### src/rtl/booth_seq_mult_if.sv
`default_nettype none
// ============================================================================
//  Module      : booth_seq_mult_if
//  Description : Operand/product handshake bundle for the sequential Booth
//                multiplier. The master supplies operands and accepts
//                products. The slave is the multiplier itself.
//  Revision    : 1.0  initial release
// ============================================================================
interface booth_seq_mult_if #(
   parameter int WIDTH = 16
);
   logic                 in_valid;
   logic                 in_ready;
   logic [WIDTH-1:0]     a;
   logic [WIDTH-1:0]     b;
   logic                 tc;
   logic                 out_valid;
   logic                 out_ready;
   logic [2*WIDTH-1:0]   prod;
   logic                 busy;

   modport master (
      output in_valid, a, b, tc, out_ready,
      input  in_ready, out_valid, prod, busy
   );

   modport slave (
      input  in_valid, a, b, tc, out_ready,
      output in_ready, out_valid, prod, busy
   );
endinterface
`default_nettype wire

### src/rtl/booth_seq_mult.sv
`default_nettype none
// ============================================================================
//  Module      : booth_seq_mult
//  Description : Iterative radix-2 Booth multiplier. One recode/add/shift step
//                is performed per clock. Operands can be signed or unsigned,
//                and a valid/ready handshake is used on both sides.
//  Revision    : 1.0  initial release
// ============================================================================
module booth_seq_mult #(
   parameter int WIDTH = 16
) (
   input  wire logic          clk,
   input  wire logic          rst,
   booth_seq_mult_if.slave    bus
);

   // The step counter must hold 0..WIDTH.
   localparam int             CW        = $clog2(WIDTH + 1);
   localparam logic [CW-1:0]  LAST_STEP = CW'(WIDTH);

   typedef enum logic [1:0] {
      S_IDLE = 2'd0,
      S_CALC = 2'd1,
      S_DONE = 2'd2
   } state_t;

   state_t                state_q, state_d;
   logic [WIDTH+1:0]      acc_q, acc_d;       // partial-product accumulator
   logic [WIDTH+1:0]      m_q, m_d;           // extended multiplicand
   logic [WIDTH+1:0]      q_q, q_d;           // {extended multiplier, q(-1)}
   logic [CW-1:0]         cnt_q, cnt_d;
   logic [2*WIDTH-1:0]    prod_q, prod_d;
   logic                  in_ready_q, in_ready_d;
   logic                  out_valid_q, out_valid_d;
   logic                  busy_q, busy_d;

   // The operands are extended by one bit, so that an unsigned value always
   // reads as non-negative to the signed Booth recoder.
   logic [WIDTH:0]        ext_a;
   logic [WIDTH:0]        ext_b;
   logic [WIDTH+1:0]      sum;
   logic [WIDTH+1:0]      acc_sh;
   logic [WIDTH+1:0]      q_sh;
   logic [2*WIDTH-1:0]    prod_full;

   // Extend the operands: a sign extension for two's complement, a zero extension otherwise.
   always_comb begin
      ext_a = {bus.tc & bus.a[WIDTH-1], bus.a};
      ext_b = {bus.tc & bus.b[WIDTH-1], bus.b};
   end

   // One Booth step: recode {Q[1],Q[0]}, add or subtract M, then shift {ACC,Q} right arithmetically.
   always_comb begin
      sum = acc_q;
      case ({q_q[1], q_q[0]})
         2'b01:   sum = acc_q + m_q;
         2'b10:   sum = acc_q + ~m_q + {{(WIDTH+1){1'b0}}, 1'b1};
         default: sum = acc_q;
      endcase
      acc_sh    = {sum[WIDTH+1], sum[WIDTH+1:1]};
      q_sh      = {sum[0], q_q[WIDTH+1:1]};
      // These are the low 2*WIDTH bits of {ACC, Q[WIDTH+1:1]} after the shift.
      prod_full = {acc_sh[WIDTH-2:0], q_sh[WIDTH+1:1]};
   end

   // Next-state and next-output logic of the control FSM.
   always_comb begin
      state_d     = state_q;
      acc_d       = acc_q;
      m_d         = m_q;
      q_d         = q_q;
      cnt_d       = cnt_q;
      prod_d      = prod_q;
      in_ready_d  = in_ready_q;
      out_valid_d = out_valid_q;
      busy_d      = busy_q;

      case (state_q)
         S_IDLE: begin
            if (bus.in_valid && in_ready_q) begin
               acc_d      = '0;
               m_d        = {ext_a[WIDTH], ext_a};
               q_d        = {ext_b, 1'b0};
               cnt_d      = '0;
               in_ready_d = 1'b0;
               busy_d     = 1'b1;
               state_d    = S_CALC;
            end
         end
         S_CALC: begin
            acc_d = acc_sh;
            q_d   = q_sh;
            if (cnt_q == LAST_STEP) begin
               prod_d      = prod_full;
               out_valid_d = 1'b1;
               state_d     = S_DONE;
            end else begin
               cnt_d = cnt_q + {{(CW-1){1'b0}}, 1'b1};
            end
         end
         S_DONE: begin
            if (bus.out_ready) begin
               out_valid_d = 1'b0;
               in_ready_d  = 1'b1;
               busy_d      = 1'b0;
               state_d     = S_IDLE;
            end
         end
         default: begin
            out_valid_d = 1'b0;
            in_ready_d  = 1'b1;
            busy_d      = 1'b0;
            state_d     = S_IDLE;
         end
      endcase
   end

   // State and datapath registers. Reset aborts any calculation that is in flight.
   always_ff @(posedge clk) begin
      if (rst) begin
         state_q     <= S_IDLE;
         acc_q       <= '0;
         m_q         <= '0;
         q_q         <= '0;
         cnt_q       <= '0;
         prod_q      <= '0;
         in_ready_q  <= 1'b1;
         out_valid_q <= 1'b0;
         busy_q      <= 1'b0;
      end else begin
         state_q     <= state_d;
         acc_q       <= acc_d;
         m_q         <= m_d;
         q_q         <= q_d;
         cnt_q       <= cnt_d;
         prod_q      <= prod_d;
         in_ready_q  <= in_ready_d;
         out_valid_q <= out_valid_d;
         busy_q      <= busy_d;
      end
   end

   assign bus.in_ready  = in_ready_q;
   assign bus.out_valid = out_valid_q;
   assign bus.prod      = prod_q;
   assign bus.busy      = busy_q;

endmodule
`default_nettype wire

### src/flat_wrapper.sv
// flat-port wrapper written by rule: the top's interface ports become plain ports
module booth_seq_mult_flat 
#(
   parameter int WIDTH = 16
)
  (clk, rst, bus_in_valid, bus_a, bus_b, bus_tc, bus_out_ready, bus_in_ready, bus_out_valid, bus_prod, bus_busy);
  booth_seq_mult_if #(.WIDTH(WIDTH)) bus_i ();
  input  wire logic clk;
  input  wire logic rst;
  input wire logic [$bits(bus_i.in_valid)-1:0] bus_in_valid;
  input wire logic [$bits(bus_i.a)-1:0] bus_a;
  input wire logic [$bits(bus_i.b)-1:0] bus_b;
  input wire logic [$bits(bus_i.tc)-1:0] bus_tc;
  input wire logic [$bits(bus_i.out_ready)-1:0] bus_out_ready;
  output wire logic [$bits(bus_i.in_ready)-1:0] bus_in_ready;
  output wire logic [$bits(bus_i.out_valid)-1:0] bus_out_valid;
  output wire logic [$bits(bus_i.prod)-1:0] bus_prod;
  output wire logic [$bits(bus_i.busy)-1:0] bus_busy;
  assign bus_i.in_valid = bus_in_valid;
  assign bus_i.a = bus_a;
  assign bus_i.b = bus_b;
  assign bus_i.tc = bus_tc;
  assign bus_i.out_ready = bus_out_ready;
  assign bus_in_ready = bus_i.in_ready;
  assign bus_out_valid = bus_i.out_valid;
  assign bus_prod = bus_i.prod;
  assign bus_busy = bus_i.busy;
  booth_seq_mult #(.WIDTH(WIDTH)) u_core (.clk(clk), .rst(rst), .bus(bus_i));
endmodule
### config.mk
export PLATFORM = sky130hd
export DESIGN_NAME = booth_seq_mult_flat
export DESIGN_NICKNAME = d
export VERILOG_FILES = /design/src/rtl/booth_seq_mult_if.sv /design/src/rtl/booth_seq_mult.sv /design/src/flat_wrapper.sv
export SDC_FILE = /design/constraint.sdc
export NUM_CORES = 1
export LEC_CHECK = 0
export BUFFER_PORTS_ARGS = -buffer_cell sky130_fd_sc_hd__buf_4
export CELL_PAD_IN_SITES_DETAIL_PLACEMENT = 2
export CELL_PAD_IN_SITES_GLOBAL_PLACEMENT = 2
export CORE_MARGIN = 5
export CORE_UTILIZATION = 34
export DETAILED_ROUTE_END_ITERATION = 10
export GPL_ROUTABILITY_DRIVEN = 0
export PLACE_DENSITY = 0.91
export SLEW_MARGIN = 20
export SYNTH_ARGS = -nofsm -noshare
export SYNTH_HDL_FRONTEND = slang
export SYNTH_SLANG_ARGS = --single-unit
### constraint.sdc
create_clock -name clk -period 3.5 [get_ports clk]
set_input_delay 0.7 -clock clk [delete_from_list [all_inputs] [get_ports clk]]
set_output_delay 0.7 -clock clk [all_outputs]
set_load 0.02 [all_outputs]
; ---- After elaboration in Yosys (flattened, before gate mapping)
; Cells that the tools add are included.
[totals]
mem_bits_ro = 0
word_cells = 57
memories = 0
out_inout_bits = 35
regBits = 95
latchBits = 0
ram_bits = 0
input_bits = 37
[classes]
magnitude_cmp = 0
shift = 0
bitwise_logic = 5
n_eq_ne = 9
muxes = 20
add_sub_neg = 4
div = 0
multipliers = 0
n_reduce_logical = 10
[ops]
columns = op, count
row1 = $pmux 18 s2, 3
row2 = $add 18x18->18, 2
row3 = $mux 18, 2
row4 = $add 18x1->18 const B, 1
row5 = $not 18->18, 1
row6 = $reduce_and 3->1, 4
row7 = $mux 5, 2
row8 = $pmux 5 s2, 1
row9 = $pmux 1 s3, 3
row10 = $mux 2, 3
row11 = $pmux 2 s3, 1
row12 = $reduce_and 2->1, 3
row13 = $add 5x1->5 const B, 1
row14 = $eq 5x5->1 const B, 1
row15 = $mux 1, 5
row16 = $eq 2x1->1 const B, 2
row17 = $eq 2x2->1 const B, 2
row18 = $ne 2x1->1 const B, 2
row19 = $ne 2x2->1 const B, 2
row20 = $and 1x1->1, 2
row21 = $logic_not 2->1, 1
row22 = $not 1->1, 2
row23 = $reduce_bool 2->1, 1
row24 = $logic_and 1x1->1, 1

; ---- Depth between registers and ports, before layout
[depth]
depth_word = 5
depth_mapped = 12
ltp_nobuf = 12

; ---- Worst setup path before layout
; No wires, ideal clock.
[synth_path]
kind = flip-flop to flip-flop
startpoint = register u_core.acc_q[0]
endpoint = register u_core.prod_q[30], in the netlist u_core.bus.prod[30]
path_stages_with_launch = 13
arrival_time_ns = 2.412
setup_time_ns = 0.133
slack_ns = 0.955
path_cell_list = dfxtp_1 > inv_1 > ha_1 > inv_1 > fa_1 > a21o_2 > a311oi_1 > o21ai_1 > a21oi_1 > o21a_1 > o41ai_1 > nor4_2 > o41ai_2
[synth_via]
elab_chain_cells = 3
word_cells_on_any_way = 4
classes_between = add/sub: 3 / mux: 1
[synth_lines]
columns = element, line
row1 = from (decl), booth_seq_mult.sv:28  ; logic [WIDTH+1:0] acc_q, acc_d;
row2 = from (signal assigned), booth_seq_mult.sv:122  ; acc_q <= '0;
row3 = from (signal assigned), booth_seq_mult.sv:132  ; acc_q <= acc_d;
row4 = $add 18x18->18, booth_seq_mult.sv:57  ; 2'b10: sum = acc_q + ~m_q + {{(WIDTH+1){1'b0}}, 1'b1};
row5 = $add 18x1->18, booth_seq_mult.sv:57
row6 = $pmux 18 s2 (*), booth_seq_mult.sv:55  ; case ({q_q[1], q_q[0]})
row7 = to (signal assigned), booth_seq_mult.sv:136  ; prod_q <= prod_d;
row8 = to (decl), booth_seq_mult.sv:32  ; logic [2*WIDTH-1:0] prod_q, prod_d;
; Every way passes the cells marked *; elsewhere a longest branch is shown, timed or not.
; A chain may end at the register's enable or synchronous reset.

; ---- Final worst setup path
[layout_path]
startpoint = register u_core.m_q[9]
endpoint = register u_core.prod_q[30], in the netlist u_core.bus.prod[30]
[layout_via]
elab_chain_cells = 4
word_cells_on_any_way = 5
classes_between = add/sub: 3 / mux: 1 / bitwise: 1
[layout_lines]
columns = element, line
row1 = from (decl), booth_seq_mult.sv:29  ; logic [WIDTH+1:0] m_q, m_d;
row2 = from (signal assigned), booth_seq_mult.sv:133  ; m_q <= m_d;
row3 = $not 18->18, booth_seq_mult.sv:57
row4 = $add 18x18->18, booth_seq_mult.sv:57
row5 = $add 18x1->18, booth_seq_mult.sv:57
row6 = $pmux 18 s2 (*), booth_seq_mult.sv:55
; Marks and branches as above.

==> out/results.md <==
Route
* **routed via count divided by cell count** 5.93
* **number of DRC violations after detailed-routing iteration 0** 390
* **per-cell routed wire length** 24.0 um
* **routed wire length** 24.1 mm
* **DR DRC count** 0
* **count of nets left with antenna violations after detail routing** 0
* **via count** 5951
* **first-pass detailed-route iteration total** 4

Timing
* **Max-slew headroom** 27.6%
* **fmax** 0.314 GHz
* **final period demand of the worst path** 3.19 ns
* **share of the clock period used by the worst path after layout** 91.0%
* **Least-Margin Pin Slew** 1.08 ns
* **worst hold slack** 0.471 ns
* **clock skew after layout** 0.0154 ns
* **setup repair after global routing missed its margin** no
* **final setup violation count** 0
* **final hold violations** 0
* **setup TNS** 0 ns
* **max-slew violation count** 0

Clocking
* **hold buffers post-CTS** 0
* **H-tree levels** 3
* **TritonCTS clock tree** built
* **Inserted Clock Buffers** 9
* **Post-CTS Setup Repair Bufs** 0
* **# resized after CTS** 0
* **clock tree root driver cell** sky130_fd_sc_hd__clkbuf_16
* **Sink Count** 94
* **clock-pin slew reported for the worst setup and hold paths after clock tree synthesis** 0.08 ns
* **worst-case clock buffer depth** 2
* **Clk Latency, worst-skew pair** 0.37 ns

Flow run
* **max-capacitance violation count** 0

Power and ir drop
* **total power divided by cell area** 432 nW/um^2
* **relative contribution of the clock network to total power** 37.7%
* **Design Power** 2.86 mW
* **LEAKAGE** 2.66 nW
* **Reg power frac** 40.7%
* **switching portion of total power** 33.9%
* **internal power** 1.89 mW
* **peak supply drop** 0.197 mV
* **Combinational Power Share** 21.6%
* **Switch Pwr** 0.967 mW

Worst setup path
* **stage delay of the slowest cell on the critical path** 0.59 ns
* **type of the setup path with the least slack** reg2reg
* **cells along the critical path** inv_1 > ha_1 > nor4_2 > o21ai_0 > o21ai_2 > o21ai_2 > or4_1 > a31oi_1 > nor4_2 > o41ai_2
* **worst endpoint required time** 3.77 ns
* **endpoint arrival time on the critical path** 3.46 ns
* **Slowest-stage cell, CP** sky130_fd_sc_hd__nor4_2
* **category of the worst setup path capture point** flip-flop
* **startpoint type of the worst setup path** flip-flop
* **critical path fanouts, max** 12

Layout
* **final standard cell count with taps included and fillers excluded** 1004
* **multi-input logic area** 3360 um^2
* **count of nets after finishing** 856
* **share of layout cells above drive strength 1** 15.1%
* **area of all sequential standard cells** 1880 um^2
* **layout overhead on the synthesized area** 17.7%
* **ant diodes** 0
* **layout filler cell count** 1863

Die
* **die outline area** 19200 um^2
* **effective utilization at floorplan** 34.3%
* **die outline height** 139 um
* **width of the die** 139 um
* **core outline area** 16400 um^2
* **count of standard-cell rows** 47
* **Top-Level Pins** 72

Global routing
* **initial antenna violation count** 0
* **grt ovf** 0
* **global-route wire length before repair** 38.4 mm
* **largest net degree at the start of global routing** 51
* **total global routing track utilization** 25.0%
* **via count of the first global-routing pass** 6760

Synthesis
* **area leader, netlist** sky130_fd_sc_hd__dfxtp_1
* **fraction of the yosys area taken by sequential cells** 33.5%
* **yosys synthesis warning count** 0
* **Synth Net Count** 816
* **leading register cell type out of synthesis** sky130_fd_sc_hd__dfxtp_1
* **ys async rst share** 0%
* **EDFF count, synth** 0
* **area share of the leading cell type in the synthesized netlist** 33.5%
* **synth top area cells** sky130_fd_sc_hd__dfxtp_1, sky130_fd_sc_hd__nand2_1, sky130_fd_sc_hd__ha_1, sky130_fd_sc_hd__a21oi_1, sky130_fd_sc_hd__nor2_1
* **cell area after technology mapping** 5620 um^2
* **mean instance size in the synthesized netlist** 7.61 um^2
* **synthesized flop and latch total** 94
* **post-synthesis cell type count** 77
* **Cells after Synth** 739

Placement
* **placed cell count** 988
* **HPWL after detailed placement** 16.4 mm
* **number of port buffers** 71

Min path
* **worst hold path type** reg2reg

Status
* **status** finished, final reports clean

layout by cell type (no fill, tap or decap), types with 6 or more instances in the layout:
master / instances
sky130_fd_sc_hd__nor2_1: 63
sky130_fd_sc_hd__o21ai_0: 28
sky130_fd_sc_hd__nand3_1: 16
sky130_fd_sc_hd__ha_1: 38
sky130_fd_sc_hd__a21oi_1: 84
sky130_fd_sc_hd__clkbuf_16: 9
sky130_fd_sc_hd__dfxtp_1: 94
sky130_fd_sc_hd__a311oi_1: 17
sky130_fd_sc_hd__buf_4: 84
sky130_fd_sc_hd__o31ai_1: 6
sky130_fd_sc_hd__o21a_1: 6
sky130_fd_sc_hd__a22oi_1: 6
sky130_fd_sc_hd__nor3_1: 20
sky130_fd_sc_hd__inv_1: 41
sky130_fd_sc_hd__a211oi_1: 9
sky130_fd_sc_hd__nand2b_1: 7
sky130_fd_sc_hd__xnor2_1: 6
sky130_fd_sc_hd__nand2_1: 133
registers in the layout, indices dropped and copies added, names as in the netlist:
register	count
u_core.acc_q	17
u_core.bus.busy	1
u_core.bus.in_ready	1
u_core.bus.out_valid	1
u_core.bus.prod	32
u_core.cnt_q	5
u_core.m_q	17
u_core.q_q	18
u_core.state_q	2
routing by layer:
layer	part of all wire (%)	up-vias	routed length [um]	global-route usage, %
met3	4.9	77	1190	3.52
li1	-	2683	-	-
met5	0	-	0	0
met2	50	208	12100	43.5
met1	41	2983	9830	29.8
met4	4.3	0	1040	13.7
cell usage after synthesis, types with 3 or more instances:
cell,number
sky130_fd_sc_hd__a221oi_1,3
sky130_fd_sc_hd__a311oi_1,17
sky130_fd_sc_hd__nand2_1,133
sky130_fd_sc_hd__a31oi_1,3
sky130_fd_sc_hd__o21ai_0,28
sky130_fd_sc_hd__o31ai_1,6
sky130_fd_sc_hd__nand3_1,16
sky130_fd_sc_hd__xnor2_1,6
sky130_fd_sc_hd__ha_1,38
sky130_fd_sc_hd__nor2b_1,5
sky130_fd_sc_hd__a221o_1,3
sky130_fd_sc_hd__o211ai_1,3
sky130_fd_sc_hd__nor3b_1,5
sky130_fd_sc_hd__a211oi_1,9
sky130_fd_sc_hd__o221ai_1,4
sky130_fd_sc_hd__a21oi_1,84
sky130_fd_sc_hd__a2111oi_0,5
sky130_fd_sc_hd__nor3_1,20
sky130_fd_sc_hd__a21o_1,5
sky130_fd_sc_hd__nand2b_1,7
sky130_fd_sc_hd__o41ai_1,3
sky130_fd_sc_hd__xor2_1,5
sky130_fd_sc_hd__o21a_1,6
sky130_fd_sc_hd__dfxtp_1,94
sky130_fd_sc_hd__o31a_1,3
sky130_fd_sc_hd__a22oi_1,6
sky130_fd_sc_hd__inv_1,41
sky130_fd_sc_hd__buf_2,9
sky130_fd_sc_hd__nand4_1,4
sky130_fd_sc_hd__clkbuf_1,42
sky130_fd_sc_hd__nor2_1,63
per-stage QoR:
stage	setup slack (ns)	util (%)	cell area [um^2]
global route	0.0854	40.3	6620
CTS	0.314	40.3	6610
finish	0.313	40.3	6620
detailed placement	0.333	38.5	6310
global placement	0.562	38.5	6310
floorplan	0.955	-	5620
final timing paths:
check	from	end	slack, ns	cells past startpoint
worst max register to register	u_core.m_q[9]	u_core.bus.prod[30]	0.31	10
worst min register to register	u_core.bus.prod[0]	u_core.bus.prod[0]	0.47	2
worst max-delay path	u_core.m_q[9]	u_core.bus.prod[30]	0.31	10
worst min-delay path	u_core.bus.prod[0]	u_core.bus.prod[0]	0.47	2
logic make-up (layout without fill, tap and decap cells):
kind of cell               count (synthesis)  in the layout  share of synthesized area, %
adders and majority gates                 40             40                          9.17
and+or+nand+nor                          272            272                          21.4
xor gates and xnor gates                  11             11                          1.71
muxes                                      1              1                         0.178
AOI/OAI and AO/OA                        223            223                          27.2
buffers and inverters                     98            143                          6.83
DFF                                       94             94                          33.5
layout make-up:
type                    instances  share of cell area [%]
multi-input cells             547                    50.8
inverters                      43                    2.44
clock inverters                 6                    1.13
well taps                     220                    4.16
flip-flops and latches         94                    28.4
repair buffers                 84                    9.53
clock buffers                  10                    3.46
worst max-delay path: cells and delay by family (launching register included):
kind,cells,cell delay [ns]
buffers and inverters,1,0.08
adders and majority gates,1,0.47
AOI/OAI and AO/OA,5,1.06
and+or+nand+nor,3,1.12
DFF,1,0.37
power by group through the flow:
stage          combinational, mW  clock [mW]  sequential (mW)
6_report                   0.617        1.08             1.16
3_5_place_dp               0.584           0             1.18
3_3_place_gp               0.538           0             1.18
5_1_grt                    0.660        1.13             1.17
4_1_cts                    0.605        1.09             1.16
2_1_floorplan              0.393           0             1.17
Power figures use the tool's default switching activity.
